===== src/rtl/rotator_lane_packer_pkg.sv =====
// Shared types and lane helpers for the rotator-based lane packer.
// Default geometry: 32-bit words made of four 8-bit lanes.
package rotator_lane_packer_pkg;

  localparam int PKG_INPUTWIDTH  = 32;
  localparam int PKG_OUTPUTWIDTH = 2 * PKG_INPUTWIDTH;
  localparam int PKG_SHIFTBITS   = 8;
  localparam int PKG_LANES       = PKG_INPUTWIDTH / PKG_SHIFTBITS;
  localparam int PKG_CNT_W       = $clog2(PKG_LANES + 1);

  typedef enum logic [1:0] {
    RUN   = 2'd0,
    EMIT  = 2'd1,
    FLUSH = 2'd2
  } state_t;

  function automatic int lanes(input int width, input int step_bits);
    return width / step_bits;
  endfunction

  // Keeps lanes [count-1:0]; lanes at or above count are forced to zero.
  function automatic logic [PKG_INPUTWIDTH-1:0] lane_mask(input logic [PKG_CNT_W-1:0] count);
    logic [PKG_INPUTWIDTH-1:0] mask;
    mask = '0;
    for (int i = 0; i < PKG_LANES; i++) begin
      if (i < int'(count)) begin
        mask[i*PKG_SHIFTBITS +: PKG_SHIFTBITS] = {PKG_SHIFTBITS{1'b1}};
      end
    end
    return mask;
  endfunction

endpackage


===== src/rtl/rotator_lane_packer_rotator.sv =====
// Lane-granular right rotator: one log2 stage per bit of the rotation amount.
// Rotation amount is counted in lanes of STEP_BITS bits.
module rotator_lane_packer_rotator #(
  parameter int WIDTH     = 64,
  parameter int STEP_BITS = 8,
  parameter int ROT_W     = 3
) (
  input  logic [WIDTH-1:0] i_data,
  input  logic [ROT_W-1:0] i_rot,
  output logic [WIDTH-1:0] o_data
);

  logic [WIDTH-1:0] w_stage;

  always_comb begin
    w_stage = i_data;
    for (int s = 0; s < ROT_W; s++) begin
      if (i_rot[s]) begin
        w_stage = (w_stage >> ((1 << s) * STEP_BITS)) |
                  (w_stage << (WIDTH - ((1 << s) * STEP_BITS)));
      end
    end
  end

  assign o_data = w_stage;

endmodule


===== src/rtl/rotator_lane_packer.sv =====
// Packs partially filled input words (LSB-first lanes) into dense output words,
// using a two-word accumulator and a lane rotator to place lanes at the fill point.
module rotator_lane_packer
  import rotator_lane_packer_pkg::*;
#(
  parameter int INPUTWIDTH         = PKG_INPUTWIDTH,
  parameter int OUTPUTWIDTH        = PKG_OUTPUTWIDTH,
  parameter int SHIFTBITS_PER_STEP = PKG_SHIFTBITS,
  localparam int LANES             = lanes(INPUTWIDTH, SHIFTBITS_PER_STEP),
  localparam int CNT_W             = $clog2(LANES + 1),
  localparam int FILL_W            = $clog2(2 * LANES)
) (
  input  logic                  clk,
  input  logic                  reset,
  input  logic [INPUTWIDTH-1:0] in_data,
  input  logic [CNT_W-1:0]      in_count,
  input  logic                  in_last,
  input  logic                  in_valid,
  output logic                  in_ready,
  output logic [INPUTWIDTH-1:0] out_data,
  output logic [CNT_W-1:0]      out_count,
  output logic                  out_last,
  output logic                  out_valid,
  input  logic                  out_ready
);

  function automatic logic [CNT_W-1:0] sat_count(input logic [CNT_W-1:0] c);
    return (int'(c) > LANES) ? CNT_W'(LANES) : c;
  endfunction

  state_t                 r_state;
  logic [OUTPUTWIDTH-1:0] r_acc;
  logic [FILL_W-1:0]      r_fill;
  logic                   r_last_pend;
  logic [INPUTWIDTH-1:0]  r_out_data_p1;
  logic [CNT_W-1:0]       r_out_cnt_p1;
  logic                   r_out_last_p1;
  logic                   r_out_vld_p1;

  logic [CNT_W-1:0]       w_cnt;
  logic [INPUTWIDTH-1:0]  w_masked;
  logic [FILL_W-1:0]      w_rot;
  logic [OUTPUTWIDTH-1:0] w_rot_in;
  logic [OUTPUTWIDTH-1:0] w_rot_out;
  logic [FILL_W-1:0]      w_fill_sum;
  logic                   w_accept;
  logic                   w_slot_free;

  state_t                 w_state_nxt;
  logic [OUTPUTWIDTH-1:0] w_acc_nxt;
  logic [FILL_W-1:0]      w_fill_nxt;
  logic                   w_last_nxt;
  logic                   w_load;
  logic [INPUTWIDTH-1:0]  w_ld_data;
  logic [CNT_W-1:0]       w_ld_cnt;
  logic                   w_ld_last;

  assign in_ready    = (r_state == RUN);
  assign w_accept    = in_valid && in_ready;
  assign w_slot_free = !r_out_vld_p1 || out_ready;

  // Stage p0: mask, zero-extend and rotate the incoming lanes to the fill point.
  always_comb begin
    w_cnt      = sat_count(in_count);
    w_masked   = in_data & lane_mask(w_cnt);
    w_rot_in   = {{(OUTPUTWIDTH-INPUTWIDTH){1'b0}}, w_masked};
    w_rot      = FILL_W'((2 * LANES - int'(r_fill)) % (2 * LANES));
    w_fill_sum = FILL_W'(int'(r_fill) + int'(w_cnt));
  end

  rotator_lane_packer_rotator #(
    .WIDTH     (OUTPUTWIDTH),
    .STEP_BITS (SHIFTBITS_PER_STEP),
    .ROT_W     (FILL_W)
  ) u_rotator (
    .i_data (w_rot_in),
    .i_rot  (w_rot),
    .o_data (w_rot_out)
  );

  always_comb begin
    w_state_nxt = r_state;
    w_acc_nxt   = r_acc;
    w_fill_nxt  = r_fill;
    w_last_nxt  = r_last_pend;
    w_load      = 1'b0;
    w_ld_data   = r_acc[INPUTWIDTH-1:0];
    w_ld_cnt    = CNT_W'(LANES);
    w_ld_last   = 1'b0;
    case (r_state)
      RUN: begin
        if (w_accept) begin
          w_acc_nxt  = r_acc | w_rot_out;
          w_fill_nxt = w_fill_sum;
          if (int'(w_fill_sum) >= LANES) begin
            w_state_nxt = EMIT;
            w_last_nxt  = in_last;
          end else if (in_last) begin
            w_state_nxt = FLUSH;
          end
        end
      end
      EMIT: begin
        if (w_slot_free) begin
          w_load     = 1'b1;
          w_ld_last  = r_last_pend && (int'(r_fill) == LANES);
          w_acc_nxt  = r_acc >> INPUTWIDTH;
          w_fill_nxt = FILL_W'(int'(r_fill) - LANES);
          if (r_last_pend && (w_fill_nxt != '0)) begin
            w_state_nxt = FLUSH;
          end else begin
            w_state_nxt = RUN;
            w_last_nxt  = 1'b0;
          end
        end
      end
      FLUSH: begin
        if (w_slot_free) begin
          w_load      = 1'b1;
          w_ld_cnt    = CNT_W'(r_fill);
          w_ld_last   = 1'b1;
          w_acc_nxt   = '0;
          w_fill_nxt  = '0;
          w_last_nxt  = 1'b0;
          w_state_nxt = RUN;
        end
      end
      default: w_state_nxt = RUN;
    endcase
  end

  // Stage p1: accumulator update and registered output slot.
  always_ff @(posedge clk or posedge reset) begin
    if (reset) begin
      r_state       <= RUN;
      r_acc         <= '0;
      r_fill        <= '0;
      r_last_pend   <= 1'b0;
      r_out_data_p1 <= '0;
      r_out_cnt_p1  <= '0;
      r_out_last_p1 <= 1'b0;
      r_out_vld_p1  <= 1'b0;
    end else begin
      r_state     <= w_state_nxt;
      r_acc       <= w_acc_nxt;
      r_fill      <= w_fill_nxt;
      r_last_pend <= w_last_nxt;
      if (w_load) begin
        r_out_data_p1 <= w_ld_data;
        r_out_cnt_p1  <= w_ld_cnt;
        r_out_last_p1 <= w_ld_last;
        r_out_vld_p1  <= 1'b1;
      end else if (out_ready) begin
        r_out_vld_p1  <= 1'b0;
      end
    end
  end

  assign out_data  = r_out_data_p1;
  assign out_count = r_out_cnt_p1;
  assign out_last  = r_out_last_p1;
  assign out_valid = r_out_vld_p1;

endmodule

===== config.mk =====
export PLATFORM = sky130hd
export DESIGN_NAME = rotator_lane_packer
export DESIGN_NICKNAME = d
export VERILOG_FILES = /design/src/rtl/rotator_lane_packer_pkg.sv /design/src/rtl/rotator_lane_packer_rotator.sv /design/src/rtl/rotator_lane_packer.sv
export SDC_FILE = /design/constraint.sdc
export NUM_CORES = 1
export LEC_CHECK = 0
export ABC_AREA = 1
export CORE_UTILIZATION = 51
export DETAILED_ROUTE_END_ITERATION = 7
export PLACE_DENSITY = 0.84
export SYNTH_ARGS = -nofsm -noshare
export SYNTH_HDL_FRONTEND = slang
export SYNTH_SLANG_ARGS = --single-unit
export TNS_END_PERCENT = 20

===== constraint.sdc =====
create_clock -name clk -period 3.7 [get_ports clk]
set_clock_uncertainty 0.15 [all_clocks]
set_input_delay 0.555 -clock clk [delete_from_list [all_inputs] [get_ports clk]]
set_output_delay 0.555 -clock clk [all_outputs]
set_load 0.01 [all_outputs]

==> results of run 1 <==
state kept, by name, summed over array words and instances (netlist names):
| signal | cells |
|---|---|
| out_data | 32 |
| r_acc | 64 |
| r_state | 2 |
| out_last | 1 |
| out_valid | 1 |
| r_fill | 3 |
| out_count | 3 |
| r_last_pend | 1 |
cell usage after synthesis:
cell	count
a21oi_1	30
a21oi_2	10
a31oi_1	2
and2_1	2
buf_1	8
buf_2	16
buf_4	6
buf_6	2
clkbuf_1	18
clkinv_1	1
dfrtp_1	107
fa_1	1
ha_1	6
inv_1	83
inv_2	7
nand2_1	300
nand2_2	3
nand2_4	2
nand3_1	158
nand3b_1	2
nand4_1	1
nor2_1	56
nor2_4	1
nor2_8	1
nor3_1	7
nor3_4	1
o21ai_0	40
o21ai_4	2
o21bai_1	1
o22ai_1	2
o31ai_1	2
xnor2_1	1
power by group through the flow:
stage	logic, mW	clock network (mW)	registers, mW
final	4.33	1.07	1.93
after floorplan	2.97	0	1.98
after global routing	4.78	1.13	1.99
after CTS	4.24	1.08	1.93
after detailed placement	4.19	0	1.95
after global placement	4.12	0	1.93
cell type report:
| type | count | share of cell area |
|---|---|---|
| Multi-Input combinational cell | 631 | 0.397 |
| Sequential cell | 107 | 0.365 |
| Timing Repair Buffer | 91 | 0.121 |
| Inverter | 91 | 0.0469 |
| Clock buffer | 9 | 0.0307 |
| Tap cell | 143 | 0.0244 |
| Clock inverter | 7 | 0.0149 |
final timing paths:
kind / startpoint / to / depth (start not counted)
max: r_fill[1]$_DFFE_PP0P_ / r_acc[31]$_DFFE_PP0P_ / 10
min: r_acc[22]$_DFFE_PP0P_ / out_data[22]$_DFFE_PP0P_ / 2
max reg2reg: r_fill[1]$_DFFE_PP0P_ / r_acc[31]$_DFFE_PP0P_ / 10
min reg2reg: r_acc[22]$_DFFE_PP0P_ / out_data[22]$_DFFE_PP0P_ / 2
max in group asynchronous: reset / r_acc[41]$_DFFE_PP0P_ / 3
min in group asynchronous: reset / out_data[9]$_DFFE_PP0P_ / 2
metal layers:
layer / GRT usage / routed length (um)
met1: 0.398 / 7130
met2: 0.423 / 7230
met3: 0.0653 / 1970
met4: 0.150 / 633
met5: 0 / 0
through the flow:
step	util	area, um^2	hold WS, ns
finish	0.631	7330	0.327
global route	0.631	7330	0.346
detailed placement	0.602	7000	0.309
global placement	0.602	7000	0.304
floorplan	-	6170	0.292
CTS	0.631	7330	0.327
worst max-delay path, stage by stage, from the launching register on:
cell     delay, ns
dfrtp_1       0.33
inv_1         0.10
ha_1          0.20
ha_1          0.63
inv_2         0.25
nor2_1        0.14
buf_4         0.36
inv_1         0.14
o22ai_1       0.19
inv_1         0.06
a21oi_1       0.15
cell families after synthesis:
family | after synthesis | share of synthesized area
AO/OA/AOI/OAI | 89 | 0.0839
XOR/XNOR | 1 | 0.00142
adder cells (fa/ha/maj) | 7 | 0.0154
buffers and inverters | 141 | 0.0951
flip-flops | 107 | 0.434
AND/OR/NAND/NOR | 534 | 0.370
==> results.tsv, run 1 <==
metric	value	unit
layout.cells.non_filler	1079	
first_global_vias	5681	
yosysWarningCount	0	
p_int	3.70	mW
synth-seq-area-share	0.434	
routabilityCongestion	0.994	
max_freq	361	MHz
fin_nets	978	
fillerInstances	1048	
cts_hold_buf	0	
die_h	112	um
syn_avg_cell_area	7.02	um^2
fin_crit	2.77	ns
p_clk_frac	0.146	
setup_slack	0.928	ns
switchingPower	3.63	mW
fp.dieArea	12500	um^2
start_util	0.531	
critPathLaunchType	register	
cp_max_fo	31	
crit_type	register to register	
period_share	0.749	
p_comb_frac	0.590	
synthCells	879	
grt_pass1_wl	28.3	mm
cap_violations	0	
finalSetupViolCount	0	
final_cell_mix	nand2_1 (300), nand3_1 (158), dfrtp_1 (107)	
cts_sinks	107	
n_antenna_cell	0	
power.density	1000	nW/um^2
cts_setup_buffers	0	
yosysTopAreaCellShare	0.434	
ir_worst_vdd	0.000613	V
wl_per_cell	15.7	um
cp.required	3.82	ns
multiInputGateArea	2910	um^2
grt_max_degree	56	
first_iter_violations	651	
drtPass1Iterations	8	
grtUsageTotal	0.288	
setup-tns-final	0	ns
cts_buffer_depth	2	
rsz0062_at_grt	no	
synth_fp_nets	926	
final_common_cell	nand2_1	
dp_hpwl	11.5	mm
status	finished with violations	
clk-insertion-delay-late	0.35	ns
failed_checks	design-rule violations	
cp-end-kind	register	
r2r_slack	0.93	ns
gr-total-overflow	0	
core-area	11600	um^2
dr_total_vias	6079	
cts_tree	yes	
ant_nets	0	
p_leak	3.65	nW
antenna_found_initial	0	
syn_to_final_growth	18.8	%
hold_path_class	register to register	
yosysTopAreaCell	dfrtp_1	
hold_viol	0	
power	7.33	mW
preCtsSetupSlack	0.985	ns
io_buffer_count	77	
synth-seq-cells	107	
cts_max_level	3	
cts.repair.resized	0	
die_w	112	um
vias_per_cell	5.63	
seqPwrFrac	0.264	
drive_gt1_frac	0.0620	
num_rows	39	
clockRootBuffer	clkbuf_16	
pin_count	78	
numCtsBuffers	9	
synthesis.area	6170	um^2
slew_headroom	0.466	
swShare	0.495	
synth.area.top_cells	dfrtp_1 (43%), nand2_1 (18%), nand3_1 (13%), inv_1 (5.0%), nor2_1 (3.4%)	
synth.distinct_cells	32	
clk_pin_slew	0.08	ns
cp_data_arrival_time	2.90	ns
seqCellArea	2680	um^2
placedCellCount	1063	
finalMaxSlewViolations	0	
drc	5	
worst-slew-pin-transition	0.798	ns
routed_wl	17.0	mm
Note: power is estimated with default switching activity, not from simulation.
==> run 2, diff against run 1 <==
- clock period: 3.7 -> 2.35 ns (I/O delays scaled with it)
==> run 2 against run 1 <==
The flow still finishes with violations (design-rule violations). Register-to-register slack got worse by 0.78 ns. Critical endpoint unchanged. Routed wire length fell by 2.1%. Sequential cell count is the same. Clock-buffer cell count up 3. Sequential share of layout area down 0.82 points. Critical path depth unchanged.
==> results.tsv, run 2 (synthesis gave the netlist of run 1 again) <==
metric	value	unit
finalMaxSlewViolations	0	
p_int	6.01	mW
preCtsSetupSlack	-0.0245	ns
gr-total-overflow	0	
status	finished with violations	
multiInputGateArea	2910	um^2
r2r_end	r_acc[31]$_DFFE_PP0P_	
ant_nets	0	
crit_type	register to register	
fin_crit	2.20	ns
cp.required	2.47	ns
max_freq	454	MHz
clockRootBuffer	clkbuf_16	
rsz0062_at_grt	no	
place_area	7200	um^2
r2r-start	r_fill[1]$_DFFE_PP0P_	
placedCellCount	1077	
core-area	11600	um^2
first_iter_violations	689	
worst-slew-pin-transition	0.481	ns
die_h	112	um
p_comb_frac	0.617	
final_area	7500	um^2
cts_hold_buf	0	
cp_data_arrival_time	2.33	ns
critPathLaunchType	register	
finalSetupViolCount	0	
wl_per_cell	15.2	um
routed_wl	16.6	mm
ir_worst_vdd	0.000715	V
numCtsBuffers	9	
hold_viol	0	
startpoint	r_fill[1]$_DFFE_PP0P_	
layout.cells.non_filler	1093	
cts_buffer_depth	2	
io_buffer_count	77	
dr_total_vias	6092	
vias_per_cell	5.57	
drtPass1Iterations	8	
switchingPower	5.74	mW
cts_tree	yes	
cap_violations	0	
drc	4	
cts_sinks	107	
grtUsageTotal	0.284	
clk_pin_slew	0.07	ns
dr_wl_met3	1.77	mm
cp-end-kind	register	
maxUsedRoutingLayer	met4	
seqPwrFrac	0.258	
fp.dieArea	12500	um^2
num_rows	39	
final_cell_mix	nand2_1 (299), nand3_1 (158), dfrtp_1 (107)	
p_leak	3.74	nW
regMostFlops	r_acc	
grt_max_degree	50	
start_util	0.531	
n_antenna_cell	0	
r2r_slack	0.15	ns
clk-insertion-delay-late	0.35	ns
worstRegToRegCells	10	
failed_checks	design-rule violations	
fillerInstances	983	
drive_gt1_frac	0.0768	
dr_wl_met2	7.13	mm
fin_nets	992	
seqCellArea	2680	um^2
cp_max_fo	31	
grt_pass1_wl	28.0	mm
final_common_cell	nand2_1	
routabilityCongestion	0.971	
first_global_vias	5685	
wl_met1	7.10	mm
die_w	112	um
syn_to_final_growth	21.5	%
slew_headroom	0.677	
hold_path_class	input pin to async pin	
cts_max_level	3	
largest_reg_flops	64	
antenna_found_initial	0	
crit_end	r_acc[31]$_DFFE_PP0P_	
period_share	0.938	
dp_hpwl	11.5	mm
setup_slack	0.145	ns
power.density	1570	nW/um^2
swShare	0.488	
p_clk_frac	0.125	
pin_count	78	
[run 2: layer usage]
layer,vias to the layer above,GRT usage
li1,2938,-
met1,2735,0.392
met2,367,0.426
met3,52,0.0653
met4,0,0.127
met5,-,0
[run 2: power groups by stage]
stage / clock network (mW) / registers (mW) / logic (mW)
6_report: 1.47 / 3.04 / 7.25
5_1_grt: 1.56 / 3.12 / 8.02
4_1_cts: 1.50 / 3.03 / 7.10
3_5_place_dp: 0 / 3.06 / 7.04
3_3_place_gp: 0 / 3.04 / 6.91
2_1_floorplan: 0 / 3.11 / 4.67
[run 2: area by class of cell]
| type | instances | share of cell area |
|---|---|---|
| well taps | 143 | 0.0239 |
| clock inverters | 4 | 0.00451 |
| multi-input cells | 631 | 0.388 |
| repair buffers | 105 | 0.146 |
| clock buffers | 12 | 0.0342 |
| flip-flops and latches | 107 | 0.357 |
| inverters | 91 | 0.0461 |
[run 2: worst max-delay path: stages, from the launching register on]
cell and delay, ns:
dfrtp_1 0.33, inv_1 0.11, ha_1 0.22, ha_2 0.40
inv_2 0.05, nor2_1 0.18, buf_12 0.23, inv_1 0.09
o22ai_1 0.15, inv_1 0.07, a21oi_1 0.15
[run 2: worst min path at each step]
stage                          start                       end  slack [ns]  cells past startpoint
5_1_grt                        reset  out_data[11]$_DFFE_PP0P_        0.26                      2
4_1_cts                        reset  out_data[11]$_DFFE_PP0P_        0.23                      2
2_1_floorplan   r_acc[0]$_DFFE_PP0P_   out_data[0]$_DFFE_PP0P_        0.29                      2
6_report                       reset  out_data[11]$_DFFE_PP0P_        0.22                      2
3_5_place_dp   r_acc[25]$_DFFE_PP0P_  out_data[25]$_DFFE_PP0P_        0.31                      2
3_3_place_gp   r_acc[16]$_DFFE_PP0P_  out_data[16]$_DFFE_PP0P_        0.30                      2
[run 2: metrics by stage]
step | power [mW] | TNS (ns) | hold WS (ns) | util
after floorplan | 7.78 | 0 | 0.292 | -
after global placement | 9.95 | 0 | 0.303 | 0.620
after detailed placement | 10.1 | -0.0699 | 0.305 | 0.620
after CTS | 11.6 | 0 | 0.226 | 0.645
after global routing | 12.7 | 0 | 0.261 | 0.646
final | 11.8 | 0 | 0.216 | 0.646
[run 2: what timing repair did]
item | 4_1_cts | 5_1_grt
hold endpoints to repair | 0 | 0
buffers inserted | 0 | 0
resized for setup | 0 | 2
setup endpoints to repair | 0 | 3
==> run 3, diff against run 2 <==
- CORE_UTILIZATION: 51 -> 52
- SYNTH_HIERARCHICAL: default -> 1
==> run 3 against run 2 <==
The run now ends clean. Register-to-register slack worse by 0.02 ns. Fmax down 1.9%. Final cell count rose by 27%. Synthesized cell count increased by 25%. Worst setup slack worse by 0.043 ns. Total power is 26% higher. Global-route usage up 0.92 points. Clock power grew 10%. Area after synthesis increased by 18%. Sequential share of layout area down 5.2 points.
==> results.tsv, run 3 <==
metric	value	unit
numCtsBuffers	9	
clk_pin_slew	0.07	ns
fp.dieArea	14500	um^2
die_h	120	um
pin_count	78	
cp.required	1.85	ns
yosys-top-cells-count	nand2_1 (322), nand3_1 (284), dfrtp_1 (107), inv_1 (96), o21ai_0 (91)	
crit_path_cell_trace	inv_1 > ha_1 > clkdlybuf4s50_1	
synth_most_common_cell	nand2_1	
ant_nets	0	
slew_headroom	0.598	
cap_violations	0	
dr_total_vias	7732	
clk-insertion-delay-late	0.37	ns
worst-slew-pin-transition	0.604	ns
synth-seq-area-share	0.368	
vias_per_cell	5.55	
cp-end-kind	primary output	
status	complete, no violations	
rsz0062_at_grt	no	
grt_max_degree	108	
period_share	0.957	
grtUsageTotal	0.293	
cts_max_level	3	
crit_type	register to primary output	
slowest_delay	0.58	ns
yosysWarningCount	6	
fin_nets	1261	
largest_reg_flops	64	
final_common_cell	nand2_1	
cp_data_arrival_time	1.75	ns
drive_gt1_frac	0.0485	
cts_tree	yes	
io_buffer_count	77	
cts_sinks	107	
synthCells	1101	
synth.area.top_cells	dfrtp_1 (37%), nand3_1 (20%), nand2_1 (17%), o21ai_0 (6.3%), inv_1 (4.9%)	
layout.cells.non_filler	1393	
syn_to_final_growth	20.5	%
core-area	13500	um^2
cts.repair.resized	0	
critPathLaunchType	register	
crit_family	buffers and inverters	
first_iter_violations	911	
gr-total-overflow	0	
critPathSlowestCell	clkdlybuf4s50_1	
start_util	0.541	
placedCellCount	1378	
p_leak	4.46	nW
die_w	120	um
grt_pass1_wl	33.6	mm
n_antenna_cell	0	
finalSetupViolCount	0	
routabilityCongestion	0.871	
r2r_slack	0.13	ns
synth_edf_count	0	
yosysTopAreaCell	dfrtp_1	
synth.distinct_cells	29	
clockRootBuffer	clkbuf_16	
cp_max_fo	5	
cts_setup_buffers	0	
fin_util	0.652	
dp_hpwl	14.0	mm
hold_viol	0	
hold_path_class	register to register	
wl_per_cell	14.6	um
synthesis.area	7280	um^2
antenna_found_initial	0	
async_reset_ff_frac	1.00	
first_global_vias	6867	
drc	0	
regMostFlops	r_acc	
finalMaxSlewViolations	0	
cts_hold_buf	0	
synth_flop_cell	dfrtp_1	
max_freq	445	MHz
final_cell_mix	nand2_1 (321), nand3_1 (284), dfrtp_1 (106)	
ir_worst_vdd	0.00106	V
cp_num_buf_inv	2	
synth-seq-cells	107	
num_rows	42	
drtPass1Iterations	5	
syn_avg_cell_area	6.62	um^2
cts_buffer_depth	2	
routed_wl	20.3	mm
power.density	1690	nW/um^2
fin_crit	2.25	ns
yosysTopAreaCellShare	0.368	
[run 3: cell count changes in the layout (fill, tap and decap cells not counted), sizes merged, moves of 3 or more]
cell   previous run  this run
a21oi            40        33
buf              28        31
conb              0        64
inv              90        99
nand2           305       324
nand3           158       284
nor2             58        48
nor3              8         3
o21ai            42       101
o31ai             2        15
[run 3: power by group]
part / total, mW / switching, mW / internal (mW)
Combinational: 9.98 / 6.29 / 3.69
Clock: 1.62 / 0.696 / 0.926
Sequential: 3.22 / 0.431 / 2.79
[run 3: kinds of logic (layout without fill, tap and decap cells)]
family / after synthesis / count (layout) / synth area share
buf+inv: 171 / 224 / 0.111
simple gates: 663 / 663 / 0.397
other cells: 1 / 64 / 0.000515
flops: 107 / 107 / 0.368
compound gates: 151 / 151 / 0.109
fa+ha+maj: 8 / 8 / 0.0148
[run 3: area by class of cell]
| cell class | count | area [um^2] |
|---|---|---|
| fillers | 1243 | 4680 |
| multi-input cells | 886 | 4040 |
| flip-flops and latches | 107 | 2680 |
| repair buffers | 108 | 1140 |
| inverters | 101 | 387 |
| clock buffers | 10 | 229 |
| well taps | 176 | 220 |
| clock inverters | 5 | 78.8 |
[run 3: stage by stage]
stage	worst slack [ns]	power, mW	hold WS (ns)	setup TNS [ns]	area, um^2
floorplan	0.386	10.2	0.312	0	7520
global placement	0.0598	12.7	0.314	0	8470
detailed placement	-0.0201	13.0	0.323	-0.0376	8470
CTS	0.0852	14.7	0.339	0	8770
global route	0.00595	16.1	0.355	0	8780
finish	0.102	14.8	0.335	0	8780
[run 3: worst paths after layout]
path                                         start                  endpoint  cells after the start
max                         r_state[0]$_DFFE_PP0P_                  in_ready                      3
min                        out_data[5]$_DFFE_PP0P_   out_data[5]$_DFFE_PP0P_                      2
max reg2reg                  r_fill[0]$_DFFE_PP0P_     r_acc[28]$_DFFE_PP0P_                     12
min reg2reg                out_data[5]$_DFFE_PP0P_   out_data[5]$_DFFE_PP0P_                      2
max in group asynchronous                    reset     r_fill[0]$_DFFE_PP0P_                      3
min in group asynchronous                    reset  out_data[17]$_DFFE_PP0P_                      3
[run 3: routing by layer]
layer  GRT usage  up-vias  routed length, um
met5           0        -                  0
met4       0.100        0                556
met3      0.0599       43               1660
met2       0.450      330               9270
met1       0.410     3567               8850
li1            -     3792                  -
[run 3: worst min-delay path, delay by kind of cell (launching register included)]
family	cells	cell delay [ns]
simple gates	1	0.05
compound gates	1	0.06
flops	1	0.34
